### config.mk
export PLATFORM = sky130hd
export DESIGN_NAME = gemm_c_writeback
export DESIGN_NICKNAME = d
export VERILOG_FILES = /design/src/rtl/gemm_wb_pkg.sv /design/src/rtl/gemm_tile_fifo.sv /design/src/rtl/gemm_c_writeback.sv
export SDC_FILE = /design/constraint.sdc
export NUM_CORES = 1
export LEC_CHECK = 0
export BUFFER_PORTS_ARGS = -buffer_cell sky130_fd_sc_hd__buf_4
export CELL_PAD_IN_SITES_DETAIL_PLACEMENT = 0
export CELL_PAD_IN_SITES_GLOBAL_PLACEMENT = 1
export CORE_UTILIZATION = 48
export CTS_BUF_LIST = sky130_fd_sc_hd__clkbuf_16
export DETAILED_ROUTE_END_ITERATION = 16
export PLACE_DENSITY_LB_ADDON = 0.1
export SLEW_MARGIN = 30
export SYNTH_ARGS = -nofsm -noshare
export SYNTH_HDL_FRONTEND = slang
export SYNTH_HIERARCHICAL = 1
export SYNTH_SLANG_ARGS = --single-unit
### constraint.sdc
create_clock -name clk_i -period 31.7 [get_ports clk_i]
set_input_delay 0 -clock clk_i [delete_from_list [all_inputs] [get_ports clk_i]]
set_output_delay 0 -clock clk_i [all_outputs]
set_load 0.01 [all_outputs]
### src/rtl/gemm_wb_pkg.sv
// Shared types and helpers for the GeMM C-tile writeback stage.
package gemm_wb_pkg;

   typedef enum logic [0:0] {
      WB_IDLE = 1'b0,
      WB_SEND = 1'b1
   } wb_state_e;

   // Number of memory beats needed to drain one M x N tile.
   function automatic int beats_per_tile(input int m, input int n, input int beat_elems);
      return (m * n) / beat_elems;
   endfunction

endpackage

### src/rtl/gemm_tile_fifo.sv
// Generic synchronous FIFO holding whole C tiles (address + payload).
// The head entry is read straight from the storage registers, so rdata
// only changes when the head is popped or when an empty FIFO is written.
module gemm_tile_fifo #(
   parameter int Width = 8,
   parameter int Depth = 2
) (
   input  logic                         clk_i,
   input  logic                         rst_ni,
   input  logic                         push,
   input  logic                         pop,
   input  logic [Width-1:0]             wdata,
   output logic [Width-1:0]             rdata,
   output logic                         full,
   output logic                         empty,
   output logic [$clog2(Depth+1)-1:0]   count
);

   localparam int PtrW = (Depth > 1) ? $clog2(Depth) : 1;
   localparam int CntW = $clog2(Depth + 1);
   localparam logic [CntW-1:0] CntOne  = CntW'(1);
   localparam logic [CntW-1:0] CntFull = CntW'(Depth);
   localparam logic [PtrW-1:0] PtrLast = PtrW'(Depth - 1);

   logic [Width-1:0] mem [Depth];
   logic [PtrW-1:0]  wr_ptr;
   logic [PtrW-1:0]  rd_ptr;
   logic [CntW-1:0]  count_q;
   logic             push_ok;
   logic             pop_ok;

   assign full    = (count_q == CntFull);
   assign empty   = (count_q == '0);
   assign count   = count_q;
   assign rdata   = mem[rd_ptr];
   assign push_ok = push && !full;
   assign pop_ok  = pop && !empty;

   function automatic logic [PtrW-1:0] next_ptr(input logic [PtrW-1:0] p);
      return (p == PtrLast) ? '0 : p + PtrW'(1);
   endfunction

   // Pointer and occupancy bookkeeping; a push blocked by full is simply ignored here.
   always_ff @(posedge clk_i or negedge rst_ni) begin
      if (!rst_ni) begin
         wr_ptr  <= '0;
         rd_ptr  <= '0;
         count_q <= '0;
      end else begin
         if (push_ok) wr_ptr <= next_ptr(wr_ptr);
         if (pop_ok)  rd_ptr <= next_ptr(rd_ptr);
         if (push_ok && !pop_ok)      count_q <= count_q + CntOne;
         else if (!push_ok && pop_ok) count_q <= count_q - CntOne;
      end
   end

   // Payload storage; contents are meaningless until written, so no reset.
   always_ff @(posedge clk_i) begin
      if (push_ok) mem[wr_ptr] <= wdata;
   end

endmodule

### src/rtl/gemm_c_writeback.sv
// GeMM C-tile writeback: queues finished tiles and streams them out as
// narrow valid/ready memory beats.
// Optional build macro GEMM_WB_PERF_EN adds stall / tile-done counters.
//
//   state   | meaning
//   --------+-------------------------------------------------------------
//   WB_IDLE | tile FIFO empty, no beat offered
//   WB_SEND | head tile being serialised, beat beat_idx offered on mem port
module gemm_c_writeback
   import gemm_wb_pkg::*;
#(
   parameter int OutDataWidth = 32,
   parameter int M            = 4,
   parameter int N            = 4,
   parameter int AddrWidth    = 16,
   parameter int BeatElems    = 4,
   parameter int Depth        = 2
) (
   input  logic                              clk_i,
   input  logic                              rst_ni,
   input  logic                              tile_we_i,
   input  logic [AddrWidth-1:0]              tile_addr_i,
   input  logic [OutDataWidth*M*N-1:0]       tile_wdata_i,
   output logic                              tile_ready_o,
   output logic                              mem_valid_o,
   input  logic                              mem_ready_i,
   output logic [AddrWidth-1:0]              mem_addr_o,
   output logic [OutDataWidth*BeatElems-1:0] mem_wdata_o,
   output logic                              mem_last_o,
   output logic                              busy_o,
   output logic                              overflow_o
`ifdef GEMM_WB_PERF_EN
   ,
   output logic [31:0]                       stall_cycles_o,
   output logic [31:0]                       tiles_done_o
`endif
);

   localparam int Bpt   = beats_per_tile(M, N, BeatElems);
   localparam int TileW = OutDataWidth * M * N;
   localparam int BeatW = OutDataWidth * BeatElems;
   localparam int FifoW = AddrWidth + TileW;
   localparam int BiW   = (Bpt > 1) ? $clog2(Bpt) : 1;
   localparam int CntW  = $clog2(Depth + 1);
   localparam logic [BiW-1:0]       BeatLast = BiW'(Bpt - 1);
   localparam logic [AddrWidth-1:0] BptAddr  = AddrWidth'(Bpt);

   // Reject parameter sets that cannot split a tile into whole beats.
   if ((M * N) % BeatElems != 0) begin : g_bad_beat_split
      $error("gemm_c_writeback: M*N must be a multiple of BeatElems");
   end
   if (Depth < 1) begin : g_bad_depth
      $error("gemm_c_writeback: Depth must be at least 1");
   end

   wb_state_e             state;
   logic [BiW-1:0]        beat_idx;
   logic [FifoW-1:0]      head;
   logic [AddrWidth-1:0]  head_addr;
   logic [TileW-1:0]      head_data;
   logic                  fifo_full;
   logic                  fifo_empty;
   logic [CntW-1:0]       fifo_count;
   logic                  push_ok;
   logic                  handshake;
   logic                  last_beat;
   logic                  pop;
   logic                  more_tiles;

   gemm_tile_fifo #(
      .Width (FifoW),
      .Depth (Depth)
   ) u_fifo (
      .clk_i  (clk_i),
      .rst_ni (rst_ni),
      .push   (tile_we_i),
      .pop    (pop),
      .wdata  ({tile_addr_i, tile_wdata_i}),
      .rdata  (head),
      .full   (fifo_full),
      .empty  (fifo_empty),
      .count  (fifo_count)
   );

   assign head_addr    = head[FifoW-1 -: AddrWidth];
   assign head_data    = head[TileW-1:0];
   assign push_ok      = tile_we_i && !fifo_full;
   assign tile_ready_o = !fifo_full;
   assign busy_o       = !fifo_empty;

   // Valid comes only from the state register, never from mem_ready_i.
   assign mem_valid_o  = (state == WB_SEND);
   assign last_beat    = (beat_idx == BeatLast);
   assign mem_last_o   = mem_valid_o && last_beat;
   assign handshake    = mem_valid_o && mem_ready_i;
   assign pop          = handshake && last_beat;

   // Another tile remains after this pop if one is already queued behind the
   // head or one is being written in the same cycle.
   assign more_tiles   = (fifo_count > CntW'(1)) || push_ok;

   // Beat address wraps silently modulo 2^AddrWidth.
   assign mem_addr_o   = (head_addr * BptAddr) + AddrWidth'(beat_idx);

   // Beat mux: select the BeatElems-wide slice addressed by beat_idx.
   always_comb begin
      mem_wdata_o = '0;
      for (int b = 0; b < Bpt; b++) begin
         if (beat_idx == BiW'(b)) mem_wdata_o = head_data[b*BeatW +: BeatW];
      end
   end

   // Sequencing FSM and beat counter. Entering SEND on the push itself gives
   // valid one cycle after the tile is written; the head and beat_idx only
   // move on a handshake, which keeps the offered beat stable while stalled.
   always_ff @(posedge clk_i or negedge rst_ni) begin
      if (!rst_ni) begin
         state    <= WB_IDLE;
         beat_idx <= '0;
      end else begin
         case (state)
            WB_IDLE: begin
               beat_idx <= '0;
               if (push_ok) state <= WB_SEND;
            end
            WB_SEND: begin
               if (handshake) begin
                  if (last_beat) begin
                     beat_idx <= '0;
                     if (!more_tiles) state <= WB_IDLE;
                  end else begin
                     beat_idx <= beat_idx + BiW'(1);
                  end
               end
            end
            default: begin
               state    <= WB_IDLE;
               beat_idx <= '0;
            end
         endcase
      end
   end

   // Sticky overflow: a write while full is lost even if the head pops this cycle.
   always_ff @(posedge clk_i or negedge rst_ni) begin
      if (!rst_ni)                      overflow_o <= 1'b0;
      else if (tile_we_i && fifo_full)  overflow_o <= 1'b1;
   end

`ifdef GEMM_WB_PERF_EN
   // Performance counters: back-pressure cycles and completed tiles, both wrapping.
   always_ff @(posedge clk_i or negedge rst_ni) begin
      if (!rst_ni) begin
         stall_cycles_o <= '0;
         tiles_done_o   <= '0;
      end else begin
         if (mem_valid_o && !mem_ready_i) stall_cycles_o <= stall_cycles_o + 32'd1;
         if (pop)                         tiles_done_o   <= tiles_done_o + 32'd1;
      end
   end
`endif

endmodule

==> metrics.txt <==
Die Span Y=298 µm; vias in the first global route=27100; largest net degree at the start of global routing=171; fmax=0.204 GHz; Slowest cell on crit path=dfrtp_4; Top delay family on crit path=buffers and inverters; I/O pins=681; All-Layer GR Usage=24.1%; Worst Path Required=31700 ps; post-CTS sizing=0; # placed instances=3999; final hold violation count=0; clock buffer depth=3; most frequent cells in the layout=edfxtp_1 (1052), buf_4 (698), dlygate4sd3_1 (530), mux2_2 (526); sequential fraction of design power=38.9%; TritonCTS Buffers=111; Worst path most repeated cell=buf_4; share of cells above drive strength 1=39.0%; critical path's largest stage delay=940 ps; worst path buffer plus inverter count=4; post-layout net count=4028; syn_area_per_cell=18.5 µm²; setup TNS=0 ps; core area=86800 µm²; Rel. slew slack=35.7%; initial antenna violation count=28; pre-CTS setup slack=27410 ps; floorplan row count=108; crit path capture type=output pin; switching share of power=32.6%; Worst Path Arrival=4910 ps; Worst Slack Setup Final=26790 ps; Routed Antenna Nets=0; worst slew pin tran=965 ps; Synth Cell Area=42000 µm²; Die Width=298 µm; initial drt markers=1597; first-pass GRT wire length=162000 µm; YS warnings=6; die area=88800 µm²; clk slew on worst S/H paths=60 ps; critical path class=reg2out; CTS tree=yes; total gr overflow=0; Placer Congestion=0.817; Vias=25000; combinational share of power=37.3%; Final Skew=12.3 ps; Root Driver=clkbuf_16; initial core utilization=48.5%; Pint=3460 µW; Clock Latency Late Sink=660 ps; fin crit share=15.5%; WL final=109000 µm; cell area power density=90.2 nW/µm²; Mapped Cells=2278; crit-path cells=buf_4 > buf_4 > buf_4 > mux2_2 > o22ai_1 > a31oi_1 > buf_4; clock share of power=23.9%; worst hold path class=in2reg; DR DRC count=0; Period minus WS final=4910 ps; Vias/cell=5.26; startpoint types=flip-flop; Psw=1670 µW; VDD IR max=0.000103 V; max-slew violations=0; run status=completed; Max Cap Viol=0; htree depth=3; Leak=0.0203 µW; routed len/inst=22.8 µm; clock sink total=1060; Final Setup Violations=0; Synthesized Nets=2815; HPWL after DPL=66400 µm; Non-Filler Instances=4759; RSZ-0062 raised after global routing=no; Crit Path Max Fanout=68; Syn-to-layout area delta=35.2%; commonest non-fill, non-tap cell in the layout=edfxtp_1; Buffers on Ports=678; final hold slack=55.8 ps; drt pass-1 iters=5; Post-CTS Setup Bufs=0; cts-stage hold buffer count=530
-- worst paths after layout --
| check | from | end | slack, ps | cells after the start |
|---|---|---|---|---|
| max in group asynchronous | rst_ni | u_fifo/rd_ptr$_DFFE_PN0P_ | 31100 | 3 |
| worst max-delay path | u_fifo/rd_ptr$_DFFE_PN0P_ | mem_wdata_o[51] | 26790 | 7 |
| min in group asynchronous | rst_ni | u_fifo/count[0]$_DFFE_PN0P_ | 310 | 3 |
| worst min register to register | overflow_o$_DFFE_PN0P_ | overflow_o$_DFFE_PN0P_ | 480 | 1 |
| worst min-delay path | tile_wdata_i[32] | u_fifo/mem[0][32]$_DFFE_PP_ | 60 | 2 |
| worst max register to register | u_fifo/count[0]$_DFFE_PN0P_ | u_fifo/mem[1][345]$_DFFE_PP_ | 28150 | 6 |
-- power groups by stage --
stage	logic [µW]	registers, µW	clock network, µW
floorplan	1160	2260	0
finish	1910	1990	1230
detailed placement	1860	2030	0
global route	2040	2020	1300
global placement	1830	2010	0
CTS	1920	2000	1250
-- per-layer routing --
layer	track usage (%)	part of all wire [%]
met5	0	0.10
met4	9.12	3.3
met3	4.85	5.6
met2	42.0	52
met1	29.5	39
-- worst reg2reg max path, cell delays in order, from the launching register on --
cell,delay [ps]
dfrtp_1,430
nand2b_1,190
and3_4,490
buf_12,330
buf_6,640
buf_12,460
buf_16,500
-- per-stage QoR --
step	util [%]	area [µm²]	power, µW
floorplan	-	42000	3420
global placement	55.2	47900	3840
detailed placement	55.2	47900	3880
CTS	65.3	56700	5170
global route	65.5	56800	5360
finish	65.5	56800	5130
-- area by class of cell --
class	count	area, µm²
tap	1155	1450
inverter	7	28.8
fill	6144	29900
clock buffer	113	2830
clock inverter	91	617
multi-input combinational	1068	9250
timing repair buffer	1243	10800
sequential	1060	31800
antenna	22	55.1
-- sequential cells by signal, summed over array words and instances (netlist names) --
register       flops
u_fifo/count       2
u_fifo/rd_ptr      1
u_fifo/wr_ptr      1
beat_idx           2
mem_valid_o        1
overflow_o         1
u_fifo/mem      1052
No activity file was read; power rests on OpenSTA's default activity.
